## src/rtl/mem_arb_pkg.sv

```systemverilog
// Shared types for the two-port RAM arbiter: FSM states, grant encoding
// and the width of the minimum-wait counter.
package mem_arb_pkg;

    typedef enum logic [1:0] {
        IDLE,
        ISSUE,
        WAIT,
        RESP
    } arb_state_t;

    typedef enum logic {
        FETCH,
        DATA
    } grant_t;

    // Wide enough for any practical MIN_WAIT setting.
    localparam int WAIT_CNT_W = 8;

endpackage

```

## src/rtl/mem_arb_select.sv

```systemverilog
// Combinational grant choice between the fetch and data requesters.
// Optional feature macro: MEM_ARB_ROUND_ROBIN_EN (alternate grants on ties;
// otherwise data always beats fetch).
module mem_arb_select
    import mem_arb_pkg::*;
(
    input  logic   i_req,
    input  logic   d_req,
    input  grant_t last_grant,
    output logic   any_req,
    output grant_t grant
);

    assign any_req = i_req | d_req;

`ifndef MEM_ARB_ROUND_ROBIN_EN
    // Fixed priority ignores the history flop.
    logic unused_last_grant;
    assign unused_last_grant = last_grant;
`endif

    // Pick the winner; the lone requester wins, ties are policy dependent.
    always_comb begin
        grant = FETCH;
        if (i_req && d_req) begin
`ifdef MEM_ARB_ROUND_ROBIN_EN
            grant = (last_grant == DATA) ? FETCH : DATA;
`else
            grant = DATA;
`endif
        end else if (d_req) begin
            grant = DATA;
        end
    end

endmodule

```

## src/rtl/mem_arbiter.sv

```systemverilog
// Arbiter/sequencer sharing one single-port RAM between instruction fetch
// (read-only) and the data port (load/store). One transaction at a time:
// IDLE -> ISSUE (strobe) -> WAIT (min wait + ram_busy) -> RESP (ack).
// Optional feature macro: MEM_ARB_ROUND_ROBIN_EN (handled in mem_arb_select).
module mem_arbiter
    import mem_arb_pkg::*;
#(
    parameter int ADDR_W   = 32,
    parameter int DATA_W   = 32,
    parameter int MIN_WAIT = 1
) (
    input  logic              clk,
    input  logic              rst,
    input  logic              i_req,
    input  logic [ADDR_W-1:0] i_addr,
    output logic [DATA_W-1:0] i_rdata,
    output logic              i_ack,
    input  logic              d_req,
    input  logic              d_wen,
    input  logic [ADDR_W-1:0] d_addr,
    input  logic [DATA_W-1:0] d_wdata,
    output logic [DATA_W-1:0] d_rdata,
    output logic              d_ack,
    output logic [ADDR_W-1:0] ram_addr,
    output logic [DATA_W-1:0] ram_data_in,
    output logic              ram_write_enable,
    output logic              ram_read_enable,
    input  logic [DATA_W-1:0] ram_data_out,
    input  logic              ram_busy,
    output logic              arb_busy
);

    localparam logic [WAIT_CNT_W-1:0] MIN_WAIT_CNT = WAIT_CNT_W'(MIN_WAIT);
    localparam logic [WAIT_CNT_W-1:0] ONE_CNT      = WAIT_CNT_W'(1);

    arb_state_t            state_reg,      state_next;
    grant_t                grant_reg,      grant_next;
    grant_t                last_grant_reg, last_grant_next;
    logic [ADDR_W-1:0]     addr_reg,       addr_next;
    logic [DATA_W-1:0]     wdata_reg,      wdata_next;
    logic                  wen_reg,        wen_next;
    logic [WAIT_CNT_W-1:0] wait_cnt_reg,   wait_cnt_next;
    logic [DATA_W-1:0]     i_rdata_reg,    i_rdata_next;
    logic [DATA_W-1:0]     d_rdata_reg,    d_rdata_next;

    logic   sel_any;
    grant_t sel_grant;

    mem_arb_select u_select (
        .i_req      (i_req),
        .d_req      (d_req),
        .last_grant (last_grant_reg),
        .any_req    (sel_any),
        .grant      (sel_grant)
    );

    // State and datapath registers; reset aborts any transaction in flight.
    always_ff @(posedge clk or posedge rst) begin
        if (rst) begin
            state_reg      <= IDLE;
            grant_reg      <= FETCH;
            last_grant_reg <= DATA;
            addr_reg       <= '0;
            wdata_reg      <= '0;
            wen_reg        <= 1'b0;
            wait_cnt_reg   <= '0;
            i_rdata_reg    <= '0;
            d_rdata_reg    <= '0;
        end else begin
            state_reg      <= state_next;
            grant_reg      <= grant_next;
            last_grant_reg <= last_grant_next;
            addr_reg       <= addr_next;
            wdata_reg      <= wdata_next;
            wen_reg        <= wen_next;
            wait_cnt_reg   <= wait_cnt_next;
            i_rdata_reg    <= i_rdata_next;
            d_rdata_reg    <= d_rdata_next;
        end
    end

    // Next-state and datapath update for the IDLE/ISSUE/WAIT/RESP sequence.
    always_comb begin
        state_next      = state_reg;
        grant_next      = grant_reg;
        last_grant_next = last_grant_reg;
        addr_next       = addr_reg;
        wdata_next      = wdata_reg;
        wen_next        = wen_reg;
        wait_cnt_next   = wait_cnt_reg;
        i_rdata_next    = i_rdata_reg;
        d_rdata_next    = d_rdata_reg;

        case (state_reg)
            IDLE: begin
                if (sel_any) begin
                    grant_next = sel_grant;
                    if (sel_grant == DATA) begin
                        addr_next  = d_addr;
                        wdata_next = d_wdata;
                        wen_next   = d_wen;
                    end else begin
                        addr_next  = i_addr;
                        wdata_next = '0;
                        wen_next   = 1'b0;
                    end
                    state_next = ISSUE;
                end
            end
            ISSUE: begin
                wait_cnt_next = MIN_WAIT_CNT;
                state_next    = WAIT;
            end
            WAIT: begin
                // The counter is judged on its post-decrement value, so
                // MIN_WAIT counts WAIT cycles including the one that exits.
                if ((wait_cnt_reg <= ONE_CNT) && !ram_busy) begin
                    wait_cnt_next = '0;
                    if (!wen_reg) begin
                        if (grant_reg == DATA) begin
                            d_rdata_next = ram_data_out;
                        end else begin
                            i_rdata_next = ram_data_out;
                        end
                    end
                    state_next = RESP;
                end else if (wait_cnt_reg != '0) begin
                    wait_cnt_next = wait_cnt_reg - ONE_CNT;
                end
            end
            RESP: begin
                last_grant_next = grant_reg;
                state_next      = IDLE;
            end
            default: begin
                state_next = IDLE;
            end
        endcase
    end

    // Outputs decode directly from registers so reset clears them at once.
    assign ram_addr         = (state_reg != IDLE) ? addr_reg  : '0;
    assign ram_data_in      = (state_reg != IDLE) ? wdata_reg : '0;
    assign ram_write_enable = (state_reg == ISSUE) &&  wen_reg;
    assign ram_read_enable  = (state_reg == ISSUE) && !wen_reg;
    assign i_ack            = (state_reg == RESP) && (grant_reg == FETCH);
    assign d_ack            = (state_reg == RESP) && (grant_reg == DATA);
    assign i_rdata          = i_rdata_reg;
    assign d_rdata          = d_rdata_reg;
    assign arb_busy         = (state_reg != IDLE);

endmodule

```

## config.mk

```make
export PLATFORM = sky130hd
export DESIGN_NAME = mem_arbiter
export DESIGN_NICKNAME = d
export VERILOG_FILES = /design/src/rtl/mem_arb_pkg.sv /design/src/rtl/mem_arb_select.sv /design/src/rtl/mem_arbiter.sv
export SDC_FILE = /design/constraint.sdc
export NUM_CORES = 1
export LEC_CHECK = 0
export BUFFER_PORTS_ARGS = -buffer_cell sky130_fd_sc_hd__buf_2
export CAP_MARGIN = 15
export CORE_MARGIN = 5
export CORE_UTILIZATION = 52
export DETAILED_ROUTE_END_ITERATION = 16
export PLACE_DENSITY = 0.85
export SLEW_MARGIN = 10
export SYNTH_ARGS = -nofsm -noshare
export SYNTH_HDL_FRONTEND = slang
export SYNTH_SLANG_ARGS = --single-unit
```

## constraint.sdc

```tcl
create_clock -name clk -period 6.2 [get_ports clk]
set_input_delay 0.31 -clock clk [delete_from_list [all_inputs] [get_ports clk]]
set_output_delay 0.31 -clock clk [all_outputs]
set_load 0.1 [all_outputs]
```

* Yosys cells after proc, flatten, opt, wreduce, memory -nomap -nowiden *
Cells that the tools add are included.

operators by class
  equal/unequal tests = 6
  divide/modulo/power cells = 0
  multipliers = 0
  reduce and logical (&&, ||, !) cells = 17
  shift operators = 0
  add/subtract/negate cells = 1
  mux-type cells = 13
  $lt $le $gt $ge = 1
  bitwise operators = 3

operator list
  operator               number
  $mux W32               4
  $mux W8                2
  $pmux W8 S2            1
  $le A8 B1 Y1 const B   1
  $pmux W2 S4            1
  $reduce_and A4 Y1      2
  $reduce_bool A8 Y1     1
  $sub A8 B1 Y8 const B  1
  $logic_and A1 B1 Y1    6
  $reduce_and A2 Y1      3
  $eq A2 B2 Y1 const B   2
  $mux W2                2
  $ne A2 B2 Y1 const B   2
  $reduce_bool A2 Y1     2
  $mux W1                3
  $ne A3 B3 Y1 const B   1
  $eq A2 B1 Y1 const B   1
  $logic_not A1 Y1       2
  $logic_not A2 Y1       1
  $not A1 Y1             2
  $or A1 B1 Y1           1

storage, ports and cells
  memory bits (read-only) = 0
  flip-flop bits (word level) = 140
  RAM bits = 0
  memories kept = 0
  bits in latches = 0
  output and inout bits = 133
  logic and storage cells = 49

* Longest topological paths before layout *
Gate-level depths: netlist (run 1).

  depth after elaboration = 4
  gate-level depth with buffers = 8

* Hierarchy *
Synthesis (run 1) repeated with hierarchy kept, for this count alone.

unflattened totals
  cell total of the unflattened synthesis = 573
  area, all modules = 6323.6 um^2

by module, submodules not included
  module          cells each  area an instance (um^2)  times used  sequential area each (um^2)
  mem_arbiter     571         6313.6                   1           3529.6
  mem_arb_select  2           10.0                     1           0.0

* Worst setup path after synthesis (run 1) *
OpenSTA, ideal clock, no wires.

  path kind = flip-flop to output port
  start = register state_reg[0]
  end = output port ram_addr[0]
  data arrival time = 2.384 ns
  path slack = 3.506 ns
  cell stages (with the launch flop) = 6
  path through = dfrtp_1 inv_1 ha_1 clkbuf_1 clkbuf_1 nor2b_1

between the ends
  longest elaborated chain between the ends = 2

RTL lines
  what                    RTL line            source
  start, declared         mem_arbiter.sv:36   arb_state_t state_reg, state_next;
  start signal, assigned  mem_arbiter.sv:70   state_reg <= state_next;
  $reduce_bool A2 Y1      mem_arbiter.sv:142  assign ram_addr = (state_reg != IDLE) ? addr_reg : '0;
  $mux W32                mem_arbiter.sv:142
  end, declared           mem_arbiter.sv:24   output logic [ADDR_W-1:0] ram_addr,

Every way passes these cells.

* Worst setup path after layout (run 1) *
  start = register state_reg[0]
  end = output port ram_addr[23]

The elaborated chain is that of the path after synthesis.

==> results of run 1 <==
[per-stage QoR]
stage                     instance area, um2  hold slack, ns  setup slack [ns]  cells
after floorplan                         6430           0.431              2.14    569
after global placement                  7830           0.441              3.68    971
after detailed placement                7830           0.448              3.59    971
after CTS                               8400          0.0720              3.47   1003
after global routing                    8400           0.109              3.37   1003
final                                   8400          0.0311              3.51   1003
[routing by layer]
metal,track usage [%],up-vias,share of wire [%]
li1,-,2424,-
met1,27.3,2362,40
met2,37.1,240,49
met3,7.79,23,9.7
met4,7.70,0,1.8
met5,0,-,0
[worst reg2reg max path, cell delays in order, from the launching register on]
cell and delay (ns):
dfrtp_1 0.44, nor4_4 0.51, nand4_2 0.21, or3_2 0.91, mux2_4 0.49
[Yosys cell counts]
cell | count | share of area [%]
buf_1 | 3 | 0.18
ha_1 | 7 | 1.4
o41ai_1 | 1 | 0.14
nor4_4 | 1 | 0.33
nor2_1 | 8 | 0.47
xor2_1 | 1 | 0.14
clkbuf_1 | 25 | 1.5
mux2_4 | 30 | 7.0
mux2_2 | 35 | 6.1
nor3b_2 | 1 | 0.19
a21oi_1 | 7 | 0.55
o21a_1 | 1 | 0.12
nand2_1 | 104 | 6.1
a31oi_1 | 2 | 0.19
a221o_1 | 1 | 0.16
buf_2 | 1 | 0.078
or4b_1 | 1 | 0.16
o32ai_1 | 1 | 0.14
buf_4 | 3 | 0.35
buf_6 | 1 | 0.18
o211ai_1 | 1 | 0.12
and2_1 | 2 | 0.19
o22a_1 | 1 | 0.14
dfrtp_1 | 140 | 55
or3_1 | 6 | 0.58
buf_12 | 3 | 0.93
or3b_2 | 1 | 0.14
nand4_2 | 1 | 0.19
inv_1 | 7 | 0.41
o21ba_2 | 1 | 0.16
o21ai_0 | 36 | 2.8
mux2i_1 | 32 | 5.0
nand3_1 | 35 | 2.7
o21ai_1 | 1 | 0.078
nor2b_1 | 66 | 6.4
and3_1 | 1 | 0.097
a31o_2 | 1 | 0.14
[kinds of logic (layout without fill, tap and decap cells)]
logic type / count (synthesis) / after routing / synth area share, %
flip-flops: 140 / 140 / 54.5
AO/OA/AOI/OAI: 54 / 54 / 4.71
AND/OR/NAND/NOR: 227 / 227 / 17.6
adder cells (fa/ha/maj): 7 / 7 / 1.36
XOR/XNOR: 1 / 1 / 0.136
buffers and inverters: 43 / 309 / 3.58
multiplexers: 97 / 97 / 18.1
[worst paths after layout]
path	startpoint	end	slack, ns	depth (start not counted)
worst max-delay path	state_reg[0]$_DFFE_PP0P_	ram_addr[23]	3.51	4
worst min-delay path	rst	wdata_reg[19]$_DFFE_PP0P_	0.03	2
worst max register to register	wait_cnt_reg[2]$_DFFE_PP0P_	i_rdata[18]$_DFFE_PP0P_	3.52	4
worst min register to register	wdata_reg[5]$_DFFE_PP0P_	wdata_reg[5]$_DFFE_PP0P_	0.46	2
max in group asynchronous	rst	d_rdata[27]$_DFFE_PP0P_	4.97	3
min in group clk	d_wdata[22]	wdata_reg[22]$_DFFE_PP0P_	0.13	3
[cells in the final DEF, fill, tap and decap left out, types with 5 or more instances in the layout]
| master | n |
|---|---|
| buf_2 | 266 |
| dfrtp_1 | 140 |
| nand2_1 | 104 |
| nor2b_1 | 66 |
| o21ai_0 | 36 |
| mux2_2 | 35 |
| nand3_1 | 35 |
| mux2i_1 | 32 |
| mux2_4 | 30 |
| clkbuf_16 | 17 |
| nor2_1 | 8 |
| a21oi_1 | 7 |
| inv_1 | 6 |
| ha_1 | 6 |
| or3_1 | 5 |
| clkinv_2 | 5 |
[layout make-up]
| cell class | instances | area, um2 |
|---|---|---|
| Fill cell | 907 | 3670 |
| Inverter | 7 | 31.3 |
| Timing Repair Buffer | 270 | 1360 |
| Sequential cell | 140 | 3500 |
| Clock inverter | 11 | 93.8 |
| Multi-Input combinational cell | 386 | 2730 |
| Tap cell | 168 | 210 |
| Clock buffer | 21 | 470 |
==> flow_metrics.py, run 1 <==
metrics = {
    "floorplan": {
        "num_rows": 40,
        "core_um2": 12100,
        "ios": 267,
        "start_util_pct": 53.3,
        "die_x_um": 121,
        "die_area_um2": 14700,
        "die_h_um": 121,
    },
    "timing": {
        "min_period_over_period_pct": 43.3,
        "setup_tns_ns": 0,
        "tightest_slew_ns": 1.08,
        "fin_skew_ns": 0.00637,
        "min_period_ns": 2.69,
        "maxSlewHeadroom_pct": 28.3,
        "hold_viol_final": 0,
        "slew_violations": 0,
        "timing.fmax_mhz": 372,
        "grt_setup_unrepaired": "no",
        "finalSetupViolCount": 0,
    },
    "final_layout": {
        "design.final.nets": 963,
        "antenna_cells": 0,
        "drive_gt1_share_pct": 45.0,
        "syn_to_final_growth_pct": 30.6,
        "final_core_util_pct": 69.6,
    },
    "clock_network": {
        "cts-hold-fix-buffers": 0,
        "worstSkewPairLatency_ns": 0.41,
        "cts.sinks": 140,
        "root_buffer": "clkbuf_16",
        "cts_tree": "done",
        "clkSlewWorstSetupHoldPaths_ns": 0.06,
        "htreeDepth": 4,
        "post_cts_buffers": 0,
        "cts_buffer_depth": 2,
        "cts_inserted_buffers": 17,
        "cts_resized": 0,
    },
    "setup_path": {
        "cp_num_buf_inv": 2,
        "cp_max_fo": 102,
        "criticalPathCategory": "reg2out",
        "slowest_stage": "ha_4",
        "critical-path-top-delay-family": "adder cells",
        "slowest_delay_ns": 0.83,
        "crit_required_ns": 5.89,
        "start_kind": "flop",
        "endpoint_kind": "output port",
        "path_cells": "inv_1 > ha_4 > nor2b_1 > buf_2",
        "arrival_ns": 2.38,
    },
    "logic_synthesis": {
        "synth_nets": 710,
        "synth_seq_cells": 140,
        "ys_types": 37,
        "syn-cell-area_um2": 6430,
        "synth_seq_area_share_pct": 54.5,
        "synthCells": 569,
        "syn_area_per_cell_um2": 11.3,
        "yosysWarnings": 0,
    },
    "grt": {
        "grt_pass1_wl_mm": 25.6,
        "grt_pass1_vias": 5092,
        "track_usage_pct": 22.4,
        "antenna_found_initial": 0,
        "grt-ovfl-total": 0,
        "grt_max_degree": 103,
    },
    "drt": {
        "via_count": 5049,
        "ant_nets": 0,
        "postRouteWirelength_mm": 16.5,
        "drt-vias-per-instance": 5.03,
        "drtIter0Drc": 277,
        "wl_per_cell_um": 16.4,
        "drc": 0,
        "dr.pass1.iters": 5,
    },
    "flow_run": {
        "maxCapViolCount": 0,
    },
    "placed_design": {
        "numPortBuffers": 266,
        "hpwlAfterDp_mm": 11.8,
        "gp_congestion": 0.831,
    },
    "worst_hold_path": {
        "hold_class": "in2async",
    },
    "status": {
        "outcome": "finished clean",
    },
}
Power of run 1 is left out: the tool's default activity adds up to more than one toggle a clock period on the data nets, which glitch-free logic cannot reach.
==> run 2, diff against run 1 <==
CORE_UTILIZATION = 48   (was 52)
PLACE_DENSITY = 0.79   (was 0.85)
clock period = 2.7 ns   (was 6.2 ns; I/O delays follow)
==> flow_metrics.py, run 2 (same netlist as run 1, synthesis figures left out) <==
metrics = {
    "status": {
        "outcome": "finished clean",
    },
    "worst_hold_path": {
        "holdCritStartpoint": "i_addr[8]",
        "hold_end": "addr_reg[8]$_DFFE_PP0P_",
        "hold_class": "in2reg",
        "hold-path-cell-count": 3,
    },
    "drt": {
        "dr.pass1.iters": 5,
        "dr_wl_met2_mm": 9.35,
        "drc": 0,
        "met1_length_mm": 7.36,
        "postRouteWirelength_mm": 19.3,
        "via_count": 5546,
        "ant_nets": 0,
        "top_layer": "met4",
        "drtIter0Drc": 285,
        "wl_per_cell_um": 17.6,
        "drt-vias-per-instance": 5.07,
        "met3WireLength_mm": 1.66,
    },
    "clock_network": {
        "cts_buffer_depth": 2,
        "root_buffer": "clkbuf_16",
        "htreeDepth": 4,
        "cts_inserted_buffers": 17,
        "cts-hold-fix-buffers": 79,
        "worstSkewPairLatency_ns": 0.42,
        "cts_resized": 0,
        "cts_tree": "done",
        "clkSlewWorstSetupHoldPaths_ns": 0.06,
        "post_cts_buffers": 0,
        "cts.sinks": 140,
    },
    "timing": {
        "tightest_slew_ns": 0.740,
        "maxSlewHeadroom_pct": 50.5,
        "fin_skew_ns": 0.0105,
        "grt_setup_unrepaired": "no",
        "min_period_ns": 2.53,
        "hold_viol_final": 0,
        "timing.fmax_mhz": 395,
        "setup_tns_ns": 0,
        "finalSetupViolCount": 0,
        "min_period_over_period_pct": 93.8,
        "slew_violations": 0,
    },
    "placed_design": {
        "numPortBuffers": 266,
        "hpwlAfterDp_mm": 11.8,
        "gp_congestion": 0.862,
    },
    "final_layout": {
        "layout_commonest_cell": "buf_2",
        "n_fill_cell": 895,
        "antenna_cells": 0,
        "drive_gt1_share_pct": 41.5,
        "design.final.nets": 1046,
        "syn_to_final_growth_pct": 45.9,
        "final_cell_mix": "266 x buf_2, 140 x dfrtp_1, 104 x nand2_1",
    },
    "setup_path": {
        "criticalPathCategory": "reg2out",
        "path_cells": "inv_1 > ha_4 > buf_4 > nor2b_1 > buf_2",
        "start_kind": "flop",
        "critical-path-top-delay-family": "buffers and inverters",
        "r2r_cells": 5,
        "r2r_start": "wait_cnt_reg[2]$_DFFE_PP0P_",
        "endpoint_kind": "output port",
        "arrival_ns": 2.40,
        "slowest_delay_ns": 0.51,
        "cp_num_buf_inv": 3,
        "r2r_end": "i_rdata[27]$_DFFE_PP0P_",
        "crit_required_ns": 2.57,
        "cp_max_fo": 52,
        "slowest_stage": "ha_4",
        "rrSetupSlack_ns": 0.34,
    },
    "floorplan": {
        "num_rows": 42,
        "core_um2": 13200,
        "ios": 267,
        "die_x_um": 126,
        "start_util_pct": 48.7,
        "die_h_um": 126,
        "die_area_um2": 15800,
    },
    "grt": {
        "grt_pass1_wl_mm": 30.6,
        "track_usage_pct": 24.2,
        "grt_pass1_vias": 5766,
        "grt-ovfl-total": 0,
        "antenna_found_initial": 0,
        "grt_max_degree": 141,
    },
    "flow_run": {
        "maxCapViolCount": 0,
    },
}
-- run 2: changes by cell type in the layout (fill, tap and decap cells not counted), sizes merged --
cell	previous run	this run
clkinv	6	2
bufinv	1	6
inv	7	11
clkbuf	21	17
dlygate4sd3	0	79
clkinvlp	4	3
buf	270	274
-- run 2: worst max-delay path by stage --
stage	from	to	slack, ns	cells past startpoint
after floorplan	state_reg[0]$_DFFE_PP0P_	ram_addr[0]	0.18	5
after global placement	wait_cnt_reg[2]$_DFFE_PP0P_	i_rdata[10]$_DFFE_PP0P_	0.41	5
after detailed placement	wait_cnt_reg[2]$_DFFE_PP0P_	i_rdata[16]$_DFFE_PP0P_	0.33	5
after CTS	state_reg[0]$_DFFE_PP0P_	ram_addr[18]	0.14	5
after global routing	state_reg[0]$_DFFE_PP0P_	ram_addr[18]	0.03	5
final	state_reg[0]$_DFFE_PP0P_	ram_addr[18]	0.17	5
-- run 2: worst register-to-register path, stage by stage, from the launching register on --
cell and delay, ns:
dfrtp_1 0.44, nor4_4 0.47, nand4_2 0.20, or3_2 0.44, buf_4 0.32, mux2_4 0.38
-- run 2: stage by stage --
| stage | worst slack, ns | util [%] | instances | cell area, um2 | hold slack [ns] |
|---|---|---|---|---|---|
| after floorplan | 0.181 | - | 569 | 6430 | 0.283 |
| after detailed placement | 0.331 | 60.0 | 983 | 7910 | 0.372 |
| after global placement | 0.413 | 60.0 | 983 | 7910 | 0.365 |
| after global routing | 0.0325 | 71.1 | 1094 | 9380 | 0.0121 |
| final | 0.167 | 71.1 | 1094 | 9380 | 0.0119 |
| after CTS | 0.135 | 71.1 | 1094 | 9380 | 0.000157 |
-- run 2: per-layer routing --
metal	global-route usage, %	up-vias
li1	-	2581
met1	28.9	2614
met2	39.6	291
met3	7.66	60
met4	12.1	0
met5	0	-
-- run 2: cell type report --
type | count | area, um2 | share of cell area [%]
tap | 176 | 220 | 2.35
clock inverter | 15 | 256 | 2.73
timing repair buffer | 353 | 2220 | 23.7
sequential | 140 | 3500 | 37.3
inverter | 7 | 30.0 | 0.320
multi-input combinational | 386 | 2730 | 29.1
clock buffer | 17 | 425 | 4.54
Power of run 2 is left out for the same reason.
